==> config.mk <==
export PLATFORM = sky130hd
export DESIGN_NAME = intra_mb_scheduler
export DESIGN_NICKNAME = d
export VERILOG_FILES = /design/src/rtl/h264_pkg.sv /design/src/rtl/mb_raster_counter.sv /design/src/rtl/intra_mb_scheduler.sv
export SDC_FILE = /design/constraint.sdc
export NUM_CORES = 1
export LEC_CHECK = 0
export CORE_MARGIN = 1
export CORE_UTILIZATION = 44
export CTS_CLUSTER_DIAMETER = 200
export CTS_CLUSTER_SIZE = 28
export DETAILED_ROUTE_END_ITERATION = 8
export MAX_ROUTING_LAYER = met4
export PLACE_DENSITY = 0.72
export SLEW_MARGIN = 20
export SYNTH_ARGS = -nofsm -noshare
export SYNTH_HDL_FRONTEND = slang
export SYNTH_HIERARCHICAL = 1
export SYNTH_SLANG_ARGS = --single-unit
==> constraint.sdc <==
create_clock -name clk -period 2.1 [get_ports clk]
set_input_delay 0.21 -clock clk [delete_from_list [all_inputs] [get_ports clk]]
set_output_delay 0.21 -clock clk [all_outputs]
set_load 0.05 [all_outputs]
==> src/rtl/h264_pkg.sv <==
// Shared types and frame geometry for the H.264 luma/chroma schedulers.
package h264_pkg;

    localparam int FRAME_WIDTH  = 320;
    localparam int FRAME_HEIGHT = 240;
    localparam int MB_COLS_DEF  = FRAME_WIDTH / 16;
    localparam int MB_ROWS_DEF  = FRAME_HEIGHT / 16;

    // Index of the last 4x4 block in a 16x16 macroblock
    localparam logic [3:0] BLK_LAST = 4'd15;

    typedef enum logic [2:0] {
        IDLE,
        FETCH,
        LAUNCH,
        RUN,
        ADV
    } sched_state_e;

    typedef logic [5:0] mb_coord_t;

endpackage

==> src/rtl/mb_raster_counter.sv <==
// Raster-order macroblock coordinate counter: x runs fastest, wraps into y.
// Shared between the luma and chroma schedulers.
module mb_raster_counter
    import h264_pkg::*;
#(
    parameter int MB_COLS = MB_COLS_DEF,
    parameter int MB_ROWS = MB_ROWS_DEF
) (
    input  logic      clk,
    input  logic      rst,
    input  logic      clear,
    input  logic      advance,
    output mb_coord_t x_o,
    output mb_coord_t y_o,
    output logic      last_o
);

    localparam mb_coord_t X_MAX = mb_coord_t'(MB_COLS - 1);
    localparam mb_coord_t Y_MAX = mb_coord_t'(MB_ROWS - 1);

    mb_coord_t x_q, x_d;
    mb_coord_t y_q, y_d;

    // Next coordinates: clear wins over advance; a full frame wraps back to (0,0)
    always_comb begin
        x_d = x_q;
        y_d = y_q;
        if (clear) begin
            x_d = '0;
            y_d = '0;
        end else if (advance) begin
            if (x_q == X_MAX) begin
                x_d = '0;
                y_d = (y_q == Y_MAX) ? '0 : y_q + 6'd1;
            end else begin
                x_d = x_q + 6'd1;
            end
        end
    end

    // Coordinate registers
    always_ff @(posedge clk or posedge rst) begin
        if (rst) begin
            x_q <= '0;
            y_q <= '0;
        end else begin
            x_q <= x_d;
            y_q <= y_d;
        end
    end

    assign x_o    = x_q;
    assign y_o    = y_q;
    assign last_o = (x_q == X_MAX) && (y_q == Y_MAX);

endmodule

==> src/rtl/intra_mb_scheduler.sv <==
// Frame-level sequencer for the luma intra-4x4 path.
//
//  state  | meaning
//  IDLE   | waiting for start_i
//  FETCH  | fetch_req_o held until the fetch unit acks the MB
//  LAUNCH | waiting for the intra engine; one-cycle intra_valid_o launch
//  RUN    | counting the 16 4x4 blocks as CAVLC retires them
//  ADV    | step to the next MB, or finish the frame
module intra_mb_scheduler
    import h264_pkg::*;
#(
    parameter int MB_COLS = MB_COLS_DEF,
    parameter int MB_ROWS = MB_ROWS_DEF
) (
    input  logic       clk,
    input  logic       rst,
    input  logic       start_i,
    input  logic       abort_i,
    output logic       fetch_req_o,
    input  logic       fetch_ack_i,
    output logic [5:0] fetch_mb_x_o,
    output logic [5:0] fetch_mb_y_o,
    input  logic       intra_ready_i,
    output logic       intra_valid_o,
    input  logic       dctq_valid_i,
    input  logic       cavlc_ready_i,
    output logic [3:0] blk_idx_o,
    output logic       mb_done_o,
    output logic       frame_done_o,
    output logic       busy_o
);

    sched_state_e state_q, state_d;
    logic [3:0]   blk_q, blk_d;
    logic         retire;
    logic         cnt_clear;
    logic         cnt_adv;
    logic         last_mb;
    mb_coord_t    mb_x;
    mb_coord_t    mb_y;

    assign retire = dctq_valid_i && cavlc_ready_i;

    mb_raster_counter #(
        .MB_COLS (MB_COLS),
        .MB_ROWS (MB_ROWS)
    ) u_raster (
        .clk     (clk),
        .rst     (rst),
        .clear   (cnt_clear),
        .advance (cnt_adv),
        .x_o     (mb_x),
        .y_o     (mb_y),
        .last_o  (last_mb)
    );

    // Next-state and strobes; abort overrides every transition and suppresses all pulses
    always_comb begin
        state_d       = state_q;
        blk_d         = blk_q;
        cnt_clear     = 1'b0;
        cnt_adv       = 1'b0;
        fetch_req_o   = 1'b0;
        intra_valid_o = 1'b0;
        mb_done_o     = 1'b0;
        frame_done_o  = 1'b0;
        if (abort_i) begin
            state_d   = IDLE;
            blk_d     = '0;
            cnt_clear = 1'b1;
        end else begin
            case (state_q)
                IDLE: begin
                    if (start_i) begin
                        state_d   = FETCH;
                        blk_d     = '0;
                        cnt_clear = 1'b1;
                    end
                end
                FETCH: begin
                    fetch_req_o = 1'b1;
                    if (fetch_ack_i) begin
                        state_d = LAUNCH;
                    end
                end
                LAUNCH: begin
                    if (intra_ready_i) begin
                        intra_valid_o = 1'b1;
                        state_d       = RUN;
                    end
                end
                RUN: begin
                    if (retire) begin
                        if (blk_q == BLK_LAST) begin
                            mb_done_o = 1'b1;
                            blk_d     = '0;
                            state_d   = ADV;
                        end else begin
                            blk_d = blk_q + 4'd1;
                        end
                    end
                end
                ADV: begin
                    if (last_mb) begin
                        frame_done_o = 1'b1;
                        cnt_clear    = 1'b1;
                        state_d      = IDLE;
                    end else begin
                        cnt_adv = 1'b1;
                        state_d = FETCH;
                    end
                end
                default: begin
                    state_d = IDLE;
                    blk_d   = '0;
                end
            endcase
        end
    end

    // State and block-index registers
    always_ff @(posedge clk or posedge rst) begin
        if (rst) begin
            state_q <= IDLE;
            blk_q   <= '0;
        end else begin
            state_q <= state_d;
            blk_q   <= blk_d;
        end
    end

    assign fetch_mb_x_o = mb_x;
    assign fetch_mb_y_o = mb_y;
    assign blk_idx_o    = blk_q;
    assign busy_o       = (state_q != IDLE);

    // A retire seen outside RUN must leave the block counter untouched
    assert property (@(posedge clk) disable iff (rst)
        (retire && (state_q != RUN)) |=> $stable(blk_q));

endmodule
**Word-level counts from Yosys, hierarchy flattened**

Index checks and enable logic that the tools add are counted.

- Equal/unequal tests: 13
- Reductions and logical operators: 10
- $add $sub $neg: 3
- Mux-type cells: 38

Operators by type and width:

| kind | number |
|---|---|
| $mux W6 | 7 |
| $mux W1 | 18 |
| $mux W3 | 6 |
| $mux W4 | 4 |
| $ne A3 B3 Y1 const B | 5 |
| $pmux W3 S5 | 1 |
| $add A6 B1 Y6 const B | 2 |
| $pmux W4 S3 | 1 |
| $eq A3 B2 Y1 const B | 2 |
| $eq A6 B4 Y1 const B | 1 |
| $eq A6 B5 Y1 const B | 1 |
| $reduce_and A5 Y1 | 1 |
| $add A4 B1 Y4 const B | 1 |
| $eq A4 B4 Y1 const B | 1 |
| $reduce_bool A2 Y1 | 2 |
| $eq A3 B1 Y1 const B | 1 |
| $eq A3 B3 Y1 const B | 1 |
| $logic_not A3 Y1 | 1 |
| $reduce_and A3 Y1 | 1 |
| $reduce_bool A3 Y1 | 1 |
| $reduce_or A3 Y1 | 1 |
| $logic_and A1 B1 Y1 | 2 |
| $ne A2 B1 Y1 const B | 1 |
| $pmux W1 S2 | 1 |
| $reduce_and A2 Y1 | 1 |

- Bits of input ports: 8
- Register bits: 19

**Logic depth before layout (Yosys ltp)**

- Depth in word-level cells: 7
- Mapped depth: 10

**Modules after synthesis**

Netlist, hierarchy kept.

Modules (own cells, without submodules):

| module | cells each | sequential area each (µm²) | area an instance (µm²) | instances |
|---|---|---|---|---|
| mb_raster_counter | 72 | 300.3 | 664.4 | 1 |
| intra_mb_scheduler | 60 | 175.2 | 526.8 | 1 |

**Least setup slack after synthesis**

OpenSTA, ideal clock, no wires.

- Path type: flip-flop to output port
- Start: register u_raster.x_q[4] (netlist: u_raster/x_o[4])
- End: output port frame_done_o
- Stages on the path, launching flop included: 6
- Setup slack: -517 ps
- Arrival time: 2407 ps
- Path through: dfrtp_1 -> nor3b_4 -> nand3b_1 -> nor2_1 -> nand2_1 -> nor3_1

- Cells in the longest elaborated chain, start to end: 5

Ends and longest elaborated chain:

| element | RTL line | text |
|---|---|---|
| from (decl) | mb_raster_counter.sv:21 | `mb_coord_t x_q, x_d;` |
| from (signal assigned) | mb_raster_counter.sv:44 | `x_q <= '0;` |
| from (signal assigned) | mb_raster_counter.sv:47 | `x_q <= x_d;` |
| $eq A6 B5 Y1 | mb_raster_counter.sv:54 | `assign last_o = (x_q == X_MAX) && (y_q == Y_MAX);` |
| $logic_and A1 B1 Y1 | mb_raster_counter.sv:54 |  |
| net last_mb | intra_mb_scheduler.sv:38 | `logic last_mb;` |
| $mux W1 | intra_mb_scheduler.sv:104 | `if (last_mb) begin` |
| $mux W1 | intra_mb_scheduler.sv:72 | `case (state_q)` |
| $mux W1 | intra_mb_scheduler.sv:67 | `if (abort_i) begin` |
| to (decl) | intra_mb_scheduler.sv:29 | `output logic frame_done_o,` |

The timed path passes the listed nets, and every way through them passes these cells.

**Final worst setup path**

- Start: register state_q[2]
- End: output port mb_done_o

- Cells in the longest elaborated chain, start to end: 3

Ends and longest elaborated chain:

| element | RTL line | text |
|---|---|---|
| from (decl) | intra_mb_scheduler.sv:33 | `sched_state_e state_q, state_d;` |
| from (signal assigned) | intra_mb_scheduler.sv:127 | `state_q <= state_d;` |
| $eq A3 B2 Y1 | intra_mb_scheduler.sv:72 |  |
| $mux W1 | intra_mb_scheduler.sv:72 |  |
| $mux W1 | intra_mb_scheduler.sv:67 |  |
| to (decl) | intra_mb_scheduler.sv:28 | `output logic mb_done_o,` |

Every way passes these cells.

==> results by group <==
Die
  – Die height: 54.03 µm
  – Die Wd: 54.03 µm
  – Die area: 2919 µm²
  – Starting Density: 0.4722
  – Placement row count: 18
  – CORE AREA: 2522 µm²
  – Io pins: 29

Timing
  – RSZ-0062 raised after global routing: no
  – Hold Fails Final Rpt: 0
  – Max-slew headroom: 0.6607
  – Crit path time final: 2006 ps
  – Period utilisation layout: 0.9554
  – Tightest Pin Transition: 507.3 ps
  – Setup TNS: 0 ps
  – Max Clock Freq: 0.4984 GHz
  – Post-route worst setup slack: 93.56 ps
  – Final Setup Violations: 0
  – Max-slew violation count: 0
  – Setup Skew: 5.073 ps

Worst setup path
  – Reg2Reg Setup Slack: 140 ps
  – Crit Path Category: flop to output pin
  – Critical Path Source Type: flop
  – Reg2Reg Depth: 8
  – FF-to-FF Start: u_raster/x_o[0]
  – CP arrival: 1800 ps
  – Worst Setup End Kind: output pin
  – Reg2reg end: u_raster/y_o[5]
  – CP required: 1890 ps
  – CP max FO: 7

Synth
  – Register bit total from synthesis: 19
  – Yosys top cell area share: 0.3992
  – Top FF cell, synth: dfrtp_1
  – EDFF count, synth: 0
  – Synth Instances: 132
  – Unique masters post-synth: 39
  – Syn_area_per_cell: 9.024 µm²
  – Synth top area cells: dfrtp_1, ha_1, nor2_1
  – Top-count cell post-synth: dfrtp_1
  – Mapped Nets: 144
  – Mapped Area: 1191 µm²
  – Yosys warns: 6
  – Sequential share of the synthesized area: 0.3992
  – Area leader, netlist: dfrtp_1
  – Ys async rst share: 1.000
  – Top post-synthesis cells by count: dfrtp_1, nor2_1, inv_1, nand2_1, a21oi_1

Global routing
  – Initial antenna violation count: 0
  – GRT Residual Overflow: 0
  – Vias in the first global route: 972
  – First-pass GRT wire length: 4450 µm
  – Largest net degree at the start of global routing: 13
  – GRT Total Usage: 0.2192

Clocking
  – CTS sink count: 19
  – Hold Buf Count CTS: 0
  – Max H-tree Level: 1
  – TritonCTS clock tree: built
  – CTS clk-pin slew, worst paths: 120 ps
  – TritonCTS Buffers: 3
  – Clock buffer depth: 2
  – Clock root cell: clkbuf_4
  – Worst-Skew Late Latency: 300 ps

Finish
  – Share of post-route cells with drive strength above 1: 0.2733
  – Synth-to-Final Area Change: 44.01%
  – Nets: 185
  – Filler instances: 208
  – N_diodes: 0

Routing
  – DRC: 0
  – ANT nets after route: 0
  – DR iter-0 viols: 27
  – DR vias/cell: 5.644
  – WL final: 2795 µm
  – Wire per inst: 13.84 µm
  – Detailed-route via count: 1140
  – Pre-antenna DRT Iters: 4

Run status
  – Status: finished, final reports clean

Worst hold path
  – Worst hold path type: input port to async pin

Power
  – Pwr dens: 410.2 nW/µm²
  – Leakage: 0.6549 nW
  – Peak supply drop: 249.6 µV

Placement
  – I/O Buffers: 28
  – Detailed placement HPWL: 2182 µm
  – Setup WS pre-CTS: -52.70 ps
  – Routability cong.: 0.8135

Job
  – Max-Cap Viols: 0
-- critical path, cell delays in order (launching register included) --
cell and delay, ps:
dfrtp_1 440, buf_4 180, and4bb_2 370, nand3_1 120, nor2_1 210, buf_12 170
-- placed cells by master, fill, tap and decap left out, types with 4 or more instances in the layout --
master / synthesis / final
mux2i_1: 4 / 4
nand2b_1: 4 / 4
dfrtp_2: 0 / 12
dfrtp_1: 19 / 7
buf_12: 0 / 4
nand3_1: 6 / 5
a21oi_1: 8 / 8
nor2_1: 12 / 11
nand4_1: 5 / 5
buf_4: 0 / 13
nor3_1: 6 / 5
nand2_1: 10 / 10
inv_1: 10 / 9
clkdlybuf4s50_1: 0 / 23
-- cell type report --
type                            instances  area [µm²]  area share
Tap cell                               30       37.54     0.02188
Inverter                               10       37.54     0.02188
Clock inverter                          1       5.005    0.002918
Clock buffer                            3       22.52     0.01313
Sequential cell                        19       490.5      0.2859
Timing Repair Buffer                   41       416.7      0.2429
Multi-Input combinational cell         98       705.7      0.4114
-- worst max-delay path by stage --
stage,end,cells past startpoint,start
after detailed placement,u_raster/y_o[1],8,u_raster/x_o[0]
final,mb_done_o,5,state_q[2]
after CTS,mb_done_o,5,state_q[2]
after global placement,u_raster/y_o[5],8,u_raster/x_o[0]
after global routing,mb_done_o,5,state_q[2]
after floorplan,u_raster/y_o[5],10,u_raster/y_o[0]
-- through the flow --
stage | cell area, µm² | power [mW] | hold slack, ps | cells | util
2_1_floorplan | 1244 | 0.4645 | 13.40 | 132 | -
3_3_place_gp | 1670 | 0.5172 | 483.5 | 198 | 0.6622
3_5_place_dp | 1670 | 0.5205 | 494.1 | 198 | 0.6622
4_1_cts | 1703 | 0.7078 | 163.0 | 202 | 0.6751
5_1_grt | 1715 | 0.7347 | 185.5 | 202 | 0.6801
6_report | 1715 | 0.7036 | 159.5 | 202 | 0.6801
-- power breakdown --
part	leakage (nW)	total (mW)	internal, mW	switching, mW
Combinational	0.393	0.144	0.0605	0.0831
Clock	0.0177	0.188	0.0708	0.117
Sequential	0.244	0.372	0.370	0.00197
-- cells by family after synthesis --
| family | count (synthesis) | synth area share |
|---|---|---|
| flops | 19 | 0.3992 |
| fa+ha+maj | 4 | 0.04202 |
| buf+inv | 15 | 0.05568 |
| compound gates | 27 | 0.1408 |
| xor+xnor | 2 | 0.01471 |
| simple gates | 61 | 0.3141 |
| mux | 4 | 0.03361 |
-- metal layers --
| layer | GRT usage | routed length, µm | vias up |
|---|---|---|---|
| li1 | - | - | 559 |
| met1 | 0.2827 | 1302 | 548 |
| met2 | 0.3601 | 1335 | 31 |
| met3 | 0.03390 | 141 | 2 |
| met4 | 0.05128 | 15 | 0 |
| met5 | - | 0 | - |
-- flip-flops by register name, indices dropped and copies added (netlist names) --
name / cells
blk_idx_o: 4
u_raster/x_o: 6
u_raster/y_o: 6
state_q: 3
-- repair_timing --
item,in CTS,in global routing
setup buffers,0,0
gates cloned,0,0
endpoints found under the setup margin,6,6
resized for setup,2,2
(Power assumes the default switching activity.)
